--- src/rtl/bn_stream_if.sv ---
// Stream, parameter-write and status signals of bn_stream.
// master = the block's environment, slave = bn_stream itself.
interface bn_stream_if #(
   parameter int CHANNELS  = 32,
   parameter int BIT_WIDTH = 16
) ();
   localparam int CW = $clog2(CHANNELS);

   logic                        in_valid;
   logic                        in_ready;
   logic                        in_first;
   logic signed [BIT_WIDTH-1:0] in_data;
   logic                        out_valid;
   logic                        out_ready;
   logic signed [BIT_WIDTH-1:0] out_data;
   logic [CW-1:0]               out_chan;
   logic                        prm_we;
   logic [1:0]                  prm_sel;
   logic [CW-1:0]               prm_addr;
   logic signed [BIT_WIDTH-1:0] prm_data;
   logic                        busy;
   logic                        prm_err;

   modport master (
      output in_valid, in_first, in_data, out_ready,
             prm_we, prm_sel, prm_addr, prm_data,
      input  in_ready, out_valid, out_data, out_chan, busy, prm_err
   );

   modport slave (
      input  in_valid, in_first, in_data, out_ready,
             prm_we, prm_sel, prm_addr, prm_data,
      output in_ready, out_valid, out_data, out_chan, busy, prm_err
   );
endinterface

--- src/rtl/bn_stream.sv ---
// Streaming per-channel batch-norm: center, gamma scale, inv_std scale, beta add + saturate.
// Optional fused ReLU on the saturated result when macro BN_RELU_EN is defined.
module bn_stream #(
   parameter int CHANNELS  = 32,
   parameter int BIT_WIDTH = 16,
   parameter int FRAC_BITS = 8
) (
   input  logic       clk,
   input  logic       rst_n,
   bn_stream_if.slave bus
);
   localparam int CW = $clog2(CHANNELS);
   localparam int W0 = BIT_WIDTH + 1;
   localparam int W1 = 2 * BIT_WIDTH + 1;
   localparam int W2 = 3 * BIT_WIDTH + 1;
   localparam int W3 = 3 * BIT_WIDTH + 2;
   localparam logic signed [BIT_WIDTH-1:0] ONE  = BIT_WIDTH'(1 << FRAC_BITS);
   localparam logic signed [W3-1:0]        SMAX = {{(W3-BIT_WIDTH+1){1'b0}}, {(BIT_WIDTH-1){1'b1}}};
   localparam logic signed [W3-1:0]        SMIN = {{(W3-BIT_WIDTH+1){1'b1}}, {(BIT_WIDTH-1){1'b0}}};

   function automatic logic signed [BIT_WIDTH-1:0] sat(input logic signed [W3-1:0] v);
      logic signed [BIT_WIDTH-1:0] r;
      if (v > SMAX)
         r = {1'b0, {(BIT_WIDTH-1){1'b1}}};
      else if (v < SMIN)
         r = {1'b1, {(BIT_WIDTH-1){1'b0}}};
      else
         r = v[BIT_WIDTH-1:0];
`ifdef BN_RELU_EN
      if (r[BIT_WIDTH-1])
         r = '0;
`endif
      return r;
   endfunction

   logic signed [BIT_WIDTH-1:0] gamma_t [CHANNELS];
   logic signed [BIT_WIDTH-1:0] beta_t  [CHANNELS];
   logic signed [BIT_WIDTH-1:0] mean_t  [CHANNELS];
   logic signed [BIT_WIDTH-1:0] inv_t   [CHANNELS];

   logic                        vld_p0, vld_p1, vld_p2, vld_p3;
   logic [CW-1:0]               cnt, chan_in, chan_p0, chan_p1, chan_p2, chan_p3;
   logic signed [W0-1:0]        cen, cen_p0;
   logic signed [W1-1:0]        prod1, gam_p1;
   logic signed [W2-1:0]        prod2, inv_p2;
   logic signed [W3-1:0]        sum3;
   logic signed [BIT_WIDTH-1:0] data_p3;
   logic                        stall, accept, busy_w, addr_ok, wr_ok;

   // One global stall: a blocked output freezes every stage, so nothing is lost or reordered.
   assign stall   = vld_p3 && !bus.out_ready;
   assign accept  = bus.in_valid && !stall;
   assign busy_w  = vld_p0 || vld_p1 || vld_p2 || vld_p3;
   assign addr_ok = 32'(bus.prm_addr) < 32'(CHANNELS);
   assign wr_ok   = !busy_w && !bus.in_valid && addr_ok;

   assign bus.in_ready  = !stall;
   assign bus.out_valid = vld_p3;
   assign bus.out_data  = data_p3;
   assign bus.out_chan  = chan_p3;
   assign bus.busy      = busy_w;

   always_comb begin
      chan_in = bus.in_first ? '0 : cnt;
      cen     = W0'(bus.in_data) - W0'(mean_t[chan_in]);
      prod1   = W1'(cen_p0) * W1'(gamma_t[chan_p0]);
      prod2   = W2'(gam_p1) * W2'(inv_t[chan_p1]);
      sum3    = W3'(inv_p2) + W3'(beta_t[chan_p2]);
   end

   always_ff @(posedge clk or negedge rst_n) begin
      if (!rst_n)
         cnt <= '0;
      else if (accept)
         cnt <= (chan_in == CW'(CHANNELS - 1)) ? '0 : chan_in + CW'(1);
   end

   always_ff @(posedge clk or negedge rst_n) begin
      if (!rst_n) begin
         vld_p0 <= 1'b0;
         vld_p1 <= 1'b0;
         vld_p2 <= 1'b0;
         vld_p3 <= 1'b0;
      end else if (!stall) begin
         vld_p0 <= bus.in_valid;
         vld_p1 <= vld_p0;
         vld_p2 <= vld_p1;
         vld_p3 <= vld_p2;
      end
   end

   always_ff @(posedge clk) begin
      if (!stall) begin
         // p0: center on mean
         cen_p0  <= cen;
         chan_p0 <= chan_in;
         // p1: gamma scale, floor shift, full width kept
         gam_p1  <= prod1 >>> FRAC_BITS;
         chan_p1 <= chan_p0;
         // p2: inv_std scale
         inv_p2  <= prod2 >>> FRAC_BITS;
         chan_p2 <= chan_p1;
      end
   end

   // p3: beta add and saturate; output registers carry a reset value
   always_ff @(posedge clk or negedge rst_n) begin
      if (!rst_n) begin
         data_p3 <= '0;
         chan_p3 <= '0;
      end else if (!stall) begin
         data_p3 <= sat(sum3);
         chan_p3 <= chan_p2;
      end
   end

   // Tables only change while the pipe is empty and no beat is offered.
   always_ff @(posedge clk or negedge rst_n) begin
      if (!rst_n) begin
         for (int i = 0; i < CHANNELS; i++) begin
            gamma_t[i] <= ONE;
            beta_t[i]  <= '0;
            mean_t[i]  <= '0;
            inv_t[i]   <= ONE;
         end
         bus.prm_err <= 1'b0;
      end else begin
         bus.prm_err <= bus.prm_we && !wr_ok;
         if (bus.prm_we && wr_ok) begin
            case (bus.prm_sel)
               2'd0: gamma_t[bus.prm_addr] <= bus.prm_data;
               2'd1: beta_t[bus.prm_addr]  <= bus.prm_data;
               2'd2: mean_t[bus.prm_addr]  <= bus.prm_data;
               2'd3: inv_t[bus.prm_addr]   <= bus.prm_data;
            endcase
         end
      end
   end
endmodule
--- src/flat_wrapper.sv ---
// flat-port wrapper written by rule: the top's interface ports become plain ports
module bn_stream_flat 
#(
   parameter int CHANNELS  = 32,
   parameter int BIT_WIDTH = 16,
   parameter int FRAC_BITS = 8
)
  (clk, rst_n, bus_in_valid, bus_in_first, bus_in_data, bus_out_ready, bus_prm_we, bus_prm_sel, bus_prm_addr, bus_prm_data, bus_in_ready, bus_out_valid, bus_out_data, bus_out_chan, bus_busy, bus_prm_err);
  bn_stream_if #(.CHANNELS(CHANNELS), .BIT_WIDTH(BIT_WIDTH)) bus_i ();
  input  logic clk;
  input  logic rst_n;
  input wire logic [$bits(bus_i.in_valid)-1:0] bus_in_valid;
  input wire logic [$bits(bus_i.in_first)-1:0] bus_in_first;
  input wire logic [$bits(bus_i.in_data)-1:0] bus_in_data;
  input wire logic [$bits(bus_i.out_ready)-1:0] bus_out_ready;
  input wire logic [$bits(bus_i.prm_we)-1:0] bus_prm_we;
  input wire logic [$bits(bus_i.prm_sel)-1:0] bus_prm_sel;
  input wire logic [$bits(bus_i.prm_addr)-1:0] bus_prm_addr;
  input wire logic [$bits(bus_i.prm_data)-1:0] bus_prm_data;
  output wire logic [$bits(bus_i.in_ready)-1:0] bus_in_ready;
  output wire logic [$bits(bus_i.out_valid)-1:0] bus_out_valid;
  output wire logic [$bits(bus_i.out_data)-1:0] bus_out_data;
  output wire logic [$bits(bus_i.out_chan)-1:0] bus_out_chan;
  output wire logic [$bits(bus_i.busy)-1:0] bus_busy;
  output wire logic [$bits(bus_i.prm_err)-1:0] bus_prm_err;
  assign bus_i.in_valid = bus_in_valid;
  assign bus_i.in_first = bus_in_first;
  assign bus_i.in_data = bus_in_data;
  assign bus_i.out_ready = bus_out_ready;
  assign bus_i.prm_we = bus_prm_we;
  assign bus_i.prm_sel = bus_prm_sel;
  assign bus_i.prm_addr = bus_prm_addr;
  assign bus_i.prm_data = bus_prm_data;
  assign bus_in_ready = bus_i.in_ready;
  assign bus_out_valid = bus_i.out_valid;
  assign bus_out_data = bus_i.out_data;
  assign bus_out_chan = bus_i.out_chan;
  assign bus_busy = bus_i.busy;
  assign bus_prm_err = bus_i.prm_err;
  bn_stream #(.CHANNELS(CHANNELS), .BIT_WIDTH(BIT_WIDTH), .FRAC_BITS(FRAC_BITS)) u_core (.clk(clk), .rst_n(rst_n), .bus(bus_i));
endmodule
--- config.mk ---
export PLATFORM = sky130hd
export DESIGN_NAME = bn_stream_flat
export DESIGN_NICKNAME = d
export VERILOG_FILES = /design/src/rtl/bn_stream_if.sv /design/src/rtl/bn_stream.sv /design/src/flat_wrapper.sv
export SDC_FILE = /design/constraint.sdc
export NUM_CORES = 2
export LEC_CHECK = 0
export CORE_UTILIZATION = 46
export DETAILED_ROUTE_END_ITERATION = 10
export PLACE_DENSITY_LB_ADDON = 0.05
export SLEW_MARGIN = 30
export SYNTH_ARGS = -nofsm -noshare
export SYNTH_HDL_FRONTEND = slang
export SYNTH_SLANG_ARGS = --single-unit
--- constraint.sdc ---
create_clock -name clk -period 14.4 [get_ports clk]
set_clock_uncertainty 0.1 [all_clocks]
set_input_delay 2.16 -clock clk [delete_from_list [all_inputs] [get_ports clk]]
set_output_delay 2.16 -clock clk [all_outputs]
set_load 0.02 [all_outputs]
### Word level (Yosys, flattened, before mapping)

Cells that the tools add are included.

* word-level logic and storage cells: 205
* flip-flop bits (word level): 2169

* bitwise logic cells: 5
* muxes and demuxes: 22
* eq/ne operators: 4
* $add $sub $neg: 3
* reduce and logical (&&, ||, !) cells: 19
* magnitude comparators: 8
* multiply operators: 2

Operators by type and width (count)
* bitwise mux 512 bit: 4
* binary-select mux 16 bit (select 5 bit): 4
* two-way mux 16 bit: 11
* demux 16 bit (select 5 bit): 1
* greater-than comparator 50 x 16 -> 1 bit, second input constant: 1
* less-than comparator 50 x 16 -> 1 bit, second input constant: 1
* multiplier 25 x 16 -> 41 bit: 1
* adder 33 x 16 -> 34 bit: 1
* multiplier 17 x 16 -> 33 bit: 1
* >= comparator 6 bit, second input constant: 5
* NOT 5 -> 6 bit: 5
* subtractor 16 x 16 -> 17 bit: 1
* two-way mux 5 bit: 2
* AND reduction 2 bit: 4
* logical AND 1 bit: 6
* less-than comparator 6 x 1 -> 1 bit, second input constant: 1
* adder 5 x 1 -> 5 bit, second input constant: 1
* equality test 5 bit, second input constant: 1
* logical NOT 1 bit: 5
* equality test 2 bit, second input constant: 2
* logical OR 1 bit: 3
* equality test 2 x 1 -> 1 bit, second input constant: 1
* logical NOT 2 bit: 1

### Longest topological paths before layout

* depth in word-level cells: 8
* depth in mapped cells: 34
* gate-level depth less buffers: 29

### Worst setup path before layout

OpenSTA, ideal clock, no wires.

* kind: reg-to-reg
* from: register u_core.chan_p1[0]
* to: register u_core.inv_p2[25], data pin
* arrival: 8.796 ns
* period minus slack after synthesis: 9.163 ns
* setup slack: 5.237 ns
* cell stages (with the launch flop): 34
* cells stage by stage: edfxtp_1 > buf_2 > buf_2 > buf_2 > buf_1 > mux4_2 > mux4_2 > mux2_2 > clkbuf_1 > and2_1 > fa_1 > inv_1 > fa_1 > fa_1 > inv_1 > fa_1 > fa_1 > inv_1 > fa_1 > inv_1 > ha_1 > clkbuf_1 > a21o_1 > a21o_1 > a221o_1 > a21o_1 > a21oi_1 > o21ai_0 > a21oi_2 > inv_2 > a31o_2 > a221oi_2 > o21bai_1 > xor2_1

* cells in the longest elaborated chain, start to end: 5

RTL lines
* start: declaration: RTL line bn_stream.sv:42 `logic [CW-1:0] cnt, chan_in, chan_p0, chan_p1, chan_p2, chan_p3;`
* start signal: assignment: RTL line bn_stream.sv:99 `chan_p1 <= chan_p0;`
* NOT 5 -> 6 bit (not written as such): RTL line bn_stream.sv:67 `prod2 = W2'(gam_p1) * W2'(inv_t[chan_p1]);`
* binary-select mux 16 bit (select 5 bit): RTL line bn_stream.sv:67
* two-way mux 16 bit (not written as such) (2 in series): RTL line bn_stream.sv:67
* multiplier 25 x 16 -> 41 bit: RTL line bn_stream.sv:67
* named net u_core.prod2[33]: RTL line bn_stream.sv:45 `logic signed [W2-1:0] prod2, inv_p2;`
* end signal: assignment: RTL line bn_stream.sv:101 `inv_p2 <= prod2 >>> FRAC_BITS;`
* end: declaration: RTL line bn_stream.sv:45

The timed path passes the listed nets, and every way through them passes these cells. The select of a mux whose other input is x is not followed.
A chain may end at the register's enable or synchronous reset.

### Final worst setup path

* from: register u_core.chan_p0[0]
* to: register, netlist name u_core.gam_p1[24]

* cells in the longest elaborated chain, start to end: 5

RTL lines
* start: declaration: RTL line bn_stream.sv:42
* start signal: assignment: RTL line bn_stream.sv:96 `chan_p0 <= chan_in;`
* NOT 5 -> 6 bit (not written as such): RTL line bn_stream.sv:66 `prod1 = W1'(cen_p0) * W1'(gamma_t[chan_p0]);`
* binary-select mux 16 bit (select 5 bit): RTL line bn_stream.sv:66
* two-way mux 16 bit (not written as such) (2 in series): RTL line bn_stream.sv:66
* multiplier 17 x 16 -> 33 bit: RTL line bn_stream.sv:66
* named net u_core.prod1[32]: RTL line bn_stream.sv:44 `logic signed [W1-1:0] prod1, gam_p1;`

The timed path passes the listed nets, and every way through them passes these cells. The select of a mux whose other input is x is not followed.

==> metrics.txt <==
layout cells sized above 1=0.379; multi-input logic area=between 0.06 and 0.07 mm²; largest net degree at the start of global routing=approximately 190; HP Class=register to register; Port Buffers=69; Worst setup EP type=register; Routed Antenna Nets=0; final slew viol count=0; fin crit period=between 9000 and 10000 ps; most frequent cells in the layout=2090 x mux2_2, 2013 x dfrtp_1, 751 x inv_1; slew margin rel.=0.279; Gates resized, CTS repair=0; Final TNS setup=0 ps; Async SR Flop Fraction=0.959; Worst Path Max Fanout=27; initial core utilization=0.462; First DRT Iteration DRCs=~4800; final hold viol count=0; commonest non-fill, non-tap cell in the layout=mux2_2; full die area=between 0.2 and 0.3 mm²; worst skew pair latency=940 ps; Mapped Cells=approximately 9000; outcome=finished clean; Synth Net Count=around 10000; Static Leak=around 66 nW; EDFF count, synth=90; Most used DFF post-synth=dfrtp_1; vias in the first global route=78600; width of the die=roughly 520 µm; antenna violations before repair=27; Max Cap Viol=0; Overflow after GRT=0; CTS tree=done; crit share post-route=0.674; actual slew at the worst max-slew pin=around 1100 ps; CTS Hold Bufs=0; setup violators final=0; CTS root buf=clkbuf_16; first-pass GRT wire length=~530000 µm; Final #Nets=a little under 10000; drt drc=0; DRT Pass-1 Iters=6; sequential share of the synthesized area=0.442; final wirelength=between 300000 and 400000 µm; Pwr Density=approximately 120 mW/mm²; post-synthesis cell area=0.124 mm²; Fmax achieved=~0.10 GHz; #FFs+latches synth=2169; Max VDD drop=139 µV; routed vias/inst=approximately 5.8; # IOs=70; gr usage total=0.264; Avg Inst Size Synth=13.7 µm²; H-tree levels=4; Worst EP required=14910 ps; DP Wirelength=between 200000 and 250000 µm; DR vias=about 74000; Synth cell types=between 80 and 90; Seq. cell area=roughly 0.055 mm²; critical path startpoint category=register; area of the core=around 0.27 mm²; CTS clk-pin slew, worst paths=70 ps; Area growth, synth to finish=10.7%; clock buffer count from CTS=between 200 and 250; Sink Count=around 2200; height of the die=521 µm; Site Rows=between 150 and 200; drt wl/cell=~28 µm; kind of critical path=register to register; post-CTS setup buffers=0; Max Root-Sink Buffers=4; arrival time worst endpoint=10220 ps; Yosys Warn Count=0; Fin Hold WS=roughly 380 ps; routability congestion estimate from global placement=around 0.86; RSZ-0062 raised after global routing=no; fill count=22700
## worst paths after layout
check                                        from                   end  slack (ps)  cells after the start
min in group asynchronous                   rst_n   u_core.gamma_t[321]        1150                      1
worst min-delay path                u_core.vld_p2  u_core.bus.out_valid         380                      1
worst max register to register  u_core.chan_p0[0]     u_core.gam_p1[24]        4690                     22
worst max-delay path            u_core.chan_p0[0]     u_core.gam_p1[24]        4690                     22
max in group asynchronous                   rst_n     u_core.inv_t[156]        9970                      4
worst min register to register      u_core.vld_p2  u_core.bus.out_valid         380                      1
## final cells by class
cell class                 instances  area share
clock buffer                     366      0.0525
timing repair buffer             287      0.0195
antenna                            9    0.000164
tap                             3552      0.0324
clock inverter                    81     0.00798
sequential                      2169       0.400
inverter                         755      0.0207
multi-input combinational       5454       0.467
## synthesized netlist by cell type, types with 6 or more instances
library cell	count	area, µm²
inv_1	751	2820
o22ai_1	63	394
xor2_1	30	263
mux4_2	562	12700
clkbuf_1	579	2170
mux2_2	2090	23500
xnor2_1	71	622
nand3_1	34	170
a21boi_0	7	52.6
and3_1	14	87.6
nand2_1	432	1620
o31ai_1	6	45.0
edfxtp_1	90	2700
o211ai_1	7	52.6
o21a_1	11	82.6
o21ai_0	59	295
or2_2	16	100
o21bai_1	9	67.6
a31oi_1	10	62.6
mux2i_1	169	1690
buf_2	15	75.1
dfstp_2	64	1680
and2_1	121	757
nand4_1	30	188
dfrtp_1	2015	50400
nor3_1	26	130
nor3b_1	6	45.0
ha_1	229	2870
nor2b_1	218	1360
fa_1	664	13300
a21oi_1	125	626
a21o_1	66	495
nor2_1	202	758
nand2b_1	72	450
a211oi_1	20	150
buf_1	66	248
## logic make-up after synthesis
kind of cell / synth area share
AOI/OAI and AO/OA: 0.0229
buffers and inverters: 0.0435
and+or+nand+nor: 0.0475
xor gates and xnor gates: 0.00714
DFF: 0.442
muxes: 0.306
adders and majority gates: 0.130
## per-layer routing
layer	wire [µm]	global-route usage	vias up
met4	8680	0.0650	0
met3	15300	0.0318	409
met2	167000	0.425	1535
li1	-	-	31200
met1	162000	0.382	40400
met5	0	0	-
## power breakdown
group          switching (W)  total, W  internal, W  leakage (nW)
sequential          0.000442   0.00685      0.00641          29.7
clock                0.00264   0.00644      0.00380          4.07
combinational        0.00211   0.00343      0.00133          32.6
## metrics by stage
stage / utilization / instance area (µm²) / power [W] / setup WS, ps / cells
2_1_floorplan: - / 124000 / 0.00904 / 5240 / 9044
5_1_grt: 0.512 / 137000 / 0.0174 / 4170 / 12700
4_1_cts: 0.511 / 137000 / 0.0169 / 4590 / 12700
6_report: 0.512 / 137000 / 0.0167 / 4690 / 12700
3_3_place_gp: 0.479 / 128000 / 0.0104 / 4760 / 12200
3_5_place_dp: 0.480 / 129000 / 0.0104 / 4670 / 12200
## state kept, by name, indices dropped and copies added, names as in the netlist, 5 cells and up
register / flops
u_core.beta_t: 512
u_core.bus.out_chan: 5
u_core.bus.out_data: 16
u_core.cen_p0: 17
u_core.chan_p0: 5
u_core.chan_p1: 5
u_core.chan_p2: 5
u_core.cnt: 5
u_core.gam_p1: 25
u_core.gamma_t: 512
u_core.inv_p2: 33
u_core.inv_t: 512
u_core.mean_t: 512
## critical path, cell delays in order, from the launching register on
cell	delay [ps]
edfxtp_1	760
buf_4	570
buf_4	590
mux4_2	590
mux4_2	580
mux2_2	490
and2_1	250
fa_1	540
fa_1	470
inv_1	310
fa_1	520
fa_1	580
fa_1	430
fa_1	490
inv_1	40
ha_1	320
and3_1	170
nand3_1	90
or3_1	300
o21ai_0	460
nand4_1	220
a311oi_1	320
xnor2_1	100
No activity file was read; power rests on OpenSTA's default activity.
